`config.mk`:
```
export PLATFORM = sky130hd
export DESIGN_NAME = pkt_reader
export DESIGN_NICKNAME = d
export VERILOG_FILES = /design/src/rtl/pkt_reader_pkg.sv /design/src/rtl/pkt_reader_stall_timer.sv /design/src/rtl/pkt_reader.sv
export SDC_FILE = /design/constraint.sdc
export NUM_CORES = 1
export LEC_CHECK = 0
export ABC_AREA = 1
export BUFFER_PORTS_ARGS = -buffer_cell sky130_fd_sc_hd__buf_2
export CAP_MARGIN = 20
export CORE_AREA = 2 2 62 64
export DETAILED_ROUTE_END_ITERATION = 10
export DIE_AREA = 0 0 64 66
export PLACE_DENSITY = 0.84
export SYNTH_ARGS = -nofsm -noshare
export SYNTH_HDL_FRONTEND = slang
export SYNTH_SLANG_ARGS = --single-unit
```
`constraint.sdc`:
```
create_clock -name clk -period 2.7 [get_ports clk]
set_clock_uncertainty 0.1 [all_clocks]
set_input_delay 0.135 -clock clk [delete_from_list [all_inputs] [get_ports clk]]
set_output_delay 0.135 -clock clk [all_outputs]
set_load 0.01 [all_outputs]
```
`src/rtl/pkt_reader_pkg.sv`:
```
// Shared definitions for the packet reader: FSM state encoding, the layout
// of the FIFO word and the default output-stall timeout.
package pkt_reader_pkg;

  typedef enum logic [1:0] {
    IDLE = 2'd0,  // waiting for a header word
    HDR  = 2'd1,  // header held in the output register
    BODY = 2'd2,  // forwarding payload bytes
    PAR  = 2'd3   // waiting for / forwarding the parity byte
  } state_t;

  // FIFO word: [HDR_BIT] marks a header, [HDR_BIT-1:0] is the byte.
  localparam int HDR_BIT = 8;

  // Payload length field inside the header byte.
  localparam int LEN_HI = 7;
  localparam int LEN_LO = 2;
  localparam int LEN_W  = LEN_HI - LEN_LO + 1;

  // Output stall cycles tolerated before the packet is dropped.
  localparam int DEFAULT_TIMEOUT = 30;

endpackage

```
`src/rtl/pkt_reader_stall_timer.sv`:
```
// Output-stall timer for the packet reader.
// Ports:
//   clk, rst  - clock, asynchronous active-high reset
//   count_en  - a stall cycle (data offered, not accepted)
//   clear     - restart from zero; wins over count_en
//   expired   - this cycle is stall number TIMEOUT if it stalls again
module stall_timer
  import pkt_reader_pkg::*;
#(
  parameter int TIMEOUT = DEFAULT_TIMEOUT
) (
  input  logic clk,
  input  logic rst,
  input  logic count_en,
  input  logic clear,
  output logic expired
);

  localparam int CW = $clog2(TIMEOUT + 1);

  logic [CW-1:0] count;

  always_ff @(posedge clk or posedge rst) begin
    if (rst) begin
      count <= '0;
    end else if (clear) begin
      count <= '0;
    end else if (count_en) begin
      count <= count + CW'(1);
    end
  end

  // Expired one count early so the owner can still let a transfer in the
  // same cycle win over the timeout.
  assign expired = (count == CW'(TIMEOUT - 1));

endmodule

```
`src/rtl/pkt_reader.sv`:
```
// Packet reader: pulls header/payload/parity words out of a FIFO with a
// one-cycle read latency, forwards them to a valid/ready output port,
// checks the trailing parity byte and drops a packet whose output stalls.
// Ports:
//   clk, rst        - clock, asynchronous active-high reset
//   fifo_empty      - FIFO has no words
//   fifo_re         - FIFO read enable (data returns the following cycle)
//   fifo_dout       - FIFO word, bit DW = header marker
//   out_data/out_valid/out_ready/out_last - output port, last = parity byte
//   pkt_done        - pulse on the parity-byte transfer
//   parity_err      - pulse with pkt_done on parity mismatch
//   frame_err       - pulse on a header-marker violation
//   soft_rst        - pulse to the FIFO when the output stall times out
module pkt_reader
  import pkt_reader_pkg::*;
#(
  parameter int TIMEOUT = DEFAULT_TIMEOUT,
  parameter int DW      = 8
) (
  input  logic          clk,
  input  logic          rst,
  input  logic          fifo_empty,
  output logic          fifo_re,
  input  logic [DW:0]   fifo_dout,
  output logic [DW-1:0] out_data,
  output logic          out_valid,
  input  logic          out_ready,
  output logic          out_last,
  output logic          pkt_done,
  output logic          parity_err,
  output logic          frame_err,
  output logic          soft_rst
);

  localparam logic [LEN_W:0] REM_ONE = (LEN_W + 1)'(1);
  localparam logic [LEN_W:0] REM_TWO = (LEN_W + 1)'(2);

  state_t         state;
  logic [LEN_W:0] remain;     // bytes still to forward before the parity byte, plus one
  logic [DW-1:0]  parity;
  logic           in_flight;  // fifo_dout carries a returned word this cycle
  logic           run;        // holds reads off until the first edge after reset
  logic           xfer;
  logic           is_hdr;
  logic           expired;
  logic           timeout;

  assign xfer    = out_valid & out_ready;
  assign is_hdr  = fifo_dout[HDR_BIT];
  assign timeout = expired & out_valid & ~out_ready;

  // A returned word always finds the output register empty: a read is only
  // issued when the register is empty or emptying, so no skid slot is needed.
  assign fifo_re    = run & ~fifo_empty & ~in_flight & (~out_valid | out_ready);
  assign soft_rst   = timeout;
  assign pkt_done   = xfer & (state == PAR);
  assign parity_err = pkt_done & (out_data != parity);
  assign frame_err  = in_flight & ((state == IDLE) ? ~is_hdr : is_hdr);

  stall_timer #(
    .TIMEOUT (TIMEOUT)
  ) u_stall_timer (
    .clk      (clk),
    .rst      (rst),
    .count_en (out_valid & ~out_ready),
    .clear    (xfer | timeout),
    .expired  (expired)
  );

  always_ff @(posedge clk or posedge rst) begin
    if (rst) begin
      state     <= IDLE;
      remain    <= '0;
      parity    <= '0;
      in_flight <= 1'b0;
      run       <= 1'b0;
      out_data  <= '0;
      out_valid <= 1'b0;
      out_last  <= 1'b0;
    end else begin
      run       <= 1'b1;
      in_flight <= fifo_re;
      if (timeout) begin
        state     <= IDLE;
        out_valid <= 1'b0;
        out_last  <= 1'b0;
        in_flight <= 1'b0;
      end else if (in_flight) begin
        if (is_hdr) begin
          // A marker word always restarts framing, even mid-packet.
          out_data  <= fifo_dout[DW-1:0];
          out_valid <= 1'b1;
          out_last  <= 1'b0;
          parity    <= fifo_dout[DW-1:0];
          remain    <= {1'b0, fifo_dout[LEN_HI:LEN_LO]} + REM_ONE;
          state     <= HDR;
        end else if (state != IDLE) begin
          out_data  <= fifo_dout[DW-1:0];
          out_valid <= 1'b1;
          out_last  <= (state == PAR);
        end
      end else if (xfer) begin
        out_valid <= 1'b0;
        case (state)
          HDR:  state <= (remain == REM_ONE) ? PAR : BODY;
          BODY: begin
            parity <= parity ^ out_data;
            remain <= remain - REM_ONE;
            if (remain == REM_TWO) state <= PAR;
          end
          PAR: begin
            out_last <= 1'b0;
            state    <= IDLE;
          end
          default: state <= IDLE;
        endcase
      end
    end
  end

endmodule

```
==> impl_results.rst <==
.. list-table::
   :header-rows: 1

   * - Metric
     - Value
   * - Reported net switching power
     - 993.1 µW
   * - Filler cells
     - 286
   * - Overall global routing resource usage
     - 23.75%
   * - Number of endpoints failing setup at the final stage
     - 0
   * - Drc violations
     - 0
   * - Fraction of power consumed by sequential logic
     - 37.8%
   * - Critical register-to-register path endpoint
     - out_data[0]$_DFFE_PP0P_
   * - Root Buffer
     - clkbuf_4
   * - Height of the chip
     - 66 µm
   * - Antenna cell count
     - 0
   * - End point of the critical path
     - out_data[0]$_DFFE_PP0P_
   * - H-tree depth
     - 2
   * - Design internal power
     - 1.483 mW
   * - Number of standard-cell rows in the floorplan
     - 22
   * - Lkg Pwr
     - 1.320 nW
   * - Min Hold Slack
     - 0.04810 ns
   * - Capturing element type of the critical path
     - register
   * - Post-synthesis to final-layout area growth
     - 16.23%
   * - Final cycle utilization of the critical path
     - 76.33%
   * - Final count of hold timing violations
     - 0
   * - Finished Core Util
     - 69.66%
   * - TNS Setup
     - 0 ns
   * - Die X
     - 64 µm
   * - Antenna violation net count after detailed routing
     - 0
   * - Initial antenna violation count
     - 0
   * - Max-Cap Viols
     - 0
   * - Count of different cell masters after synthesis
     - 30
   * - Number of warnings printed during yosys synthesis
     - 0
   * - Total global routing overflow
     - 0
   * - Number of global-route vias before repair
     - 1699
   * - Non-Filler Instances
     - 363
   * - Number of standard cells after synthesis
     - 277
   * - Routed Wire Length
     - 4452 µm
   * - Register-to-register setup slack
     - 0.64 ns
   * - Hold path cells
     - 3
   * - Final weighted congestion in routability-driven placement
     - 0.8353
   * - Global-route wire length before repair
     - 7707 µm
   * - Headroom to the max-slew limit
     - 52.96%
   * - Wire per inst
     - 12.26 µm
   * - Run status
     - finished, final reports clean
   * - Post-cts repair resize count
     - 0
   * - Largest fanout on the critical path
     - 16
   * - Unrepaired setup endpoints after global routing
     - no
   * - Logic depth of the worst register-to-register path
     - 9
   * - Count of vias placed by the detailed router
     - 1885
   * - Initial DRC Count
     - 127
   * - Worst stage delay on the critical path
     - 0.57 ns
   * - Number of vias per cell
     - 5.193
   * - Sequential share of the synthesized area
     - 39.98%
   * - Kind of path behind the tightest hold check
     - primary input to register
   * - Clock network latency to the later pin of the worst-skew pair
     - 0.34 ns
   * - Per-instance average area after synthesis
     - 7.683 µm²
   * - PortBufs
     - 27
   * - Share of total power in combinational logic
     - 42.3%
   * - Switching Fraction
     - 40.11%
   * - Total standard cell area after synthesis
     - 2128 µm²
   * - Number of sinks handled by clock tree synthesis
     - 34
   * - Startpoint class of the critical path
     - register
   * - Slew @ Worst Pin
     - 0.7056 ns
   * - Clock period minus final worst setup slack
     - 2.061 ns
   * - Type of the setup path with the least slack
     - register to register
   * - CTS tree
     - built
   * - Nets
     - 338
   * - Power per cell area
     - 1001 nW/µm²
   * - Largest net degree at the start of global routing
     - 35
   * - Area of the core
     - 3551 µm²
   * - Final total power
     - 2.476 mW
   * - Top-level I/O count
     - 28
   * - Starting density of the core
     - 59.94%
   * - Half-perimeter wire length of the detailed placement result
     - 3119 µm
   * - Max-slew violation total from the final report
     - 0
   * - Reg-to-Reg Start
     - u_stall_timer.count[1]$_DFFE_PP0P_
   * - Arrival time reported for the critical path endpoint
     - 2.22 ns
   * - Die area
     - 4224 µm²
   * - Buffer levels on the longest clock path
     - 2
   * - Clock share of power
     - 19.9%
   * - FF+latch count, synth
     - 34
   * - Post-CTS Setup Bufs
     - 0
   * - Worst-case vdd ir drop
     - 0.5561 mV
   * - Post-cts hold buffer count
     - 9
   * - Clock transition at path regs
     - 0.11 ns
   * - WP data required
     - 2.85 ns
   * - Launch point of the worst path
     - u_stall_timer.count[1]$_DFFE_PP0P_
   * - Maximum operating frequency
     - 485.2 MHz
   * - Cts bufs inserted
     - 5
   * - DP Cell Count
     - 346
   * - Number of optimization iterations in the first detailed-route pass
     - 5
   * - Slowest cell on the critical path
     - or2_1
   * - Fraction of final layout cells sized beyond drive strength 1
     - 16.83%
   * - Cell-by-cell trace of the critical path
     - inv_1, ha_1, nand2_1, nor2_1, nand2_4, nand2_4, or2_1, nand2_1, o21ai_2
   * - Nets in the synthesized netlist
     - 301
critical path: cells and delay by family, from the launching register on:
family	cells	cell delay, ns
fa+ha+maj	1	0.17
simple gates	6	1.13
flops	1	0.42
buf+inv	1	0.09
compound gates	1	0.08
worst min path at each step:
stage	from	end	slack (ns)
6_report	fifo_dout[5]	out_data[5]$_DFFE_PP0P_	0.05
5_1_grt	fifo_dout[5]	out_data[5]$_DFFE_PP0P_	0.03
4_1_cts	fifo_dout[5]	out_data[5]$_DFFE_PP0P_	0.02
3_5_place_dp	rst	in_flight$_DFF_PP0_	0.16
3_3_place_gp	rst	parity[0]$_DFFE_PP0P_	0.15
2_1_floorplan	fifo_empty	in_flight$_DFF_PP0_	0.11
registers in the layout (all words and copies together), names as in the netlist:
name,cells
out_data,8
parity,8
remain,7
u_stall_timer.count,5
state,2
in_flight,1
out_last,1
out_valid,1
run,1
per-stage QoR:
| step | cell area [µm²] | worst slack, ns |
|---|---|---|
| after global placement | 2272 | 0.7685 |
| after global routing | 2474 | 0.3770 |
| final | 2474 | 0.6391 |
| after floorplan | 2128 | 1.068 |
| after detailed placement | 2272 | 0.6992 |
| after CTS | 2474 | 0.6227 |
logic make-up after synthesis:
| logic type | count (synthesis) | synth area share (%) |
|---|---|---|
| AND/OR/NAND/NOR | 143 | 28.81 |
| XOR/XNOR | 14 | 5.761 |
| flip-flops | 34 | 39.98 |
| other | 1 | 0.1762 |
| adder cells (fa/ha/maj) | 11 | 6.467 |
| buffers and inverters | 37 | 8.525 |
| AO/OA/AOI/OAI | 37 | 10.29 |
layer usage:
metal | routed length [µm] | vias to the layer above | track usage (%)
li1 | - | 960 | -
met1 | 1979 | 877 | 30.51
met2 | 2215 | 40 | 39.32
met3 | 181 | 8 | 4.940
met4 | 76 | 0 | 9.239
met5 | 0 | - | 0
final cells by class:
type | count | area, µm² | area share [%]
Inverter | 28 | 107.6 | 4.350
Clock buffer | 6 | 51.30 | 2.074
Clock inverter | 2 | 60.06 | 2.428
Sequential cell | 34 | 850.8 | 34.40
Tap cell | 48 | 60.06 | 2.428
Multi-Input combinational cell | 206 | 1096 | 44.31
Timing Repair Buffer | 39 | 247.7 | 10.02
Yosys cell counts (all sizes together):
library cell  count  share of area [%]
clkbuf            1               0.18
and3              1               0.29
xnor2             8                3.3
conb              1               0.18
or2               1               0.29
ha               11                6.5
nand3            14                3.3
nor4              2               0.59
a21oi             7                1.6
xor2              6                2.5
nand4             5                1.5
o21ai            27                7.8
nor3              2               0.47
dfrtp            34                 40
nor3b             1               0.35
nand2            95                 18
o22ai             3               0.88
buf               8                3.3
inv              28                5.1
nor2             22                4.4
cell usage in the layout (no fill, tap or decap), types with 8 or more instances in the layout:
| master | instances |
|---|---|
| nor2_1 | 20 |
| nand2_1 | 91 |
| o21ai_2 | 8 |
| xnor2_1 | 8 |
| buf_2 | 27 |
| dfrtp_1 | 34 |
| dlygate4sd3_1 | 9 |
| ha_1 | 11 |
| o21ai_0 | 15 |
| nand3_1 | 14 |
| inv_1 | 27 |
power by group through the flow:
stage               Clock (mW)  Combinational, mW  Sequential, mW
floorplan                    0              0.819           0.914
global placement             0               1.00           0.933
detailed placement           0               1.04           0.941
CTS                      0.502               1.06           0.935
global route             0.526               1.21           0.966
finish                   0.492               1.05           0.937
(Power assumes the default switching activity.)
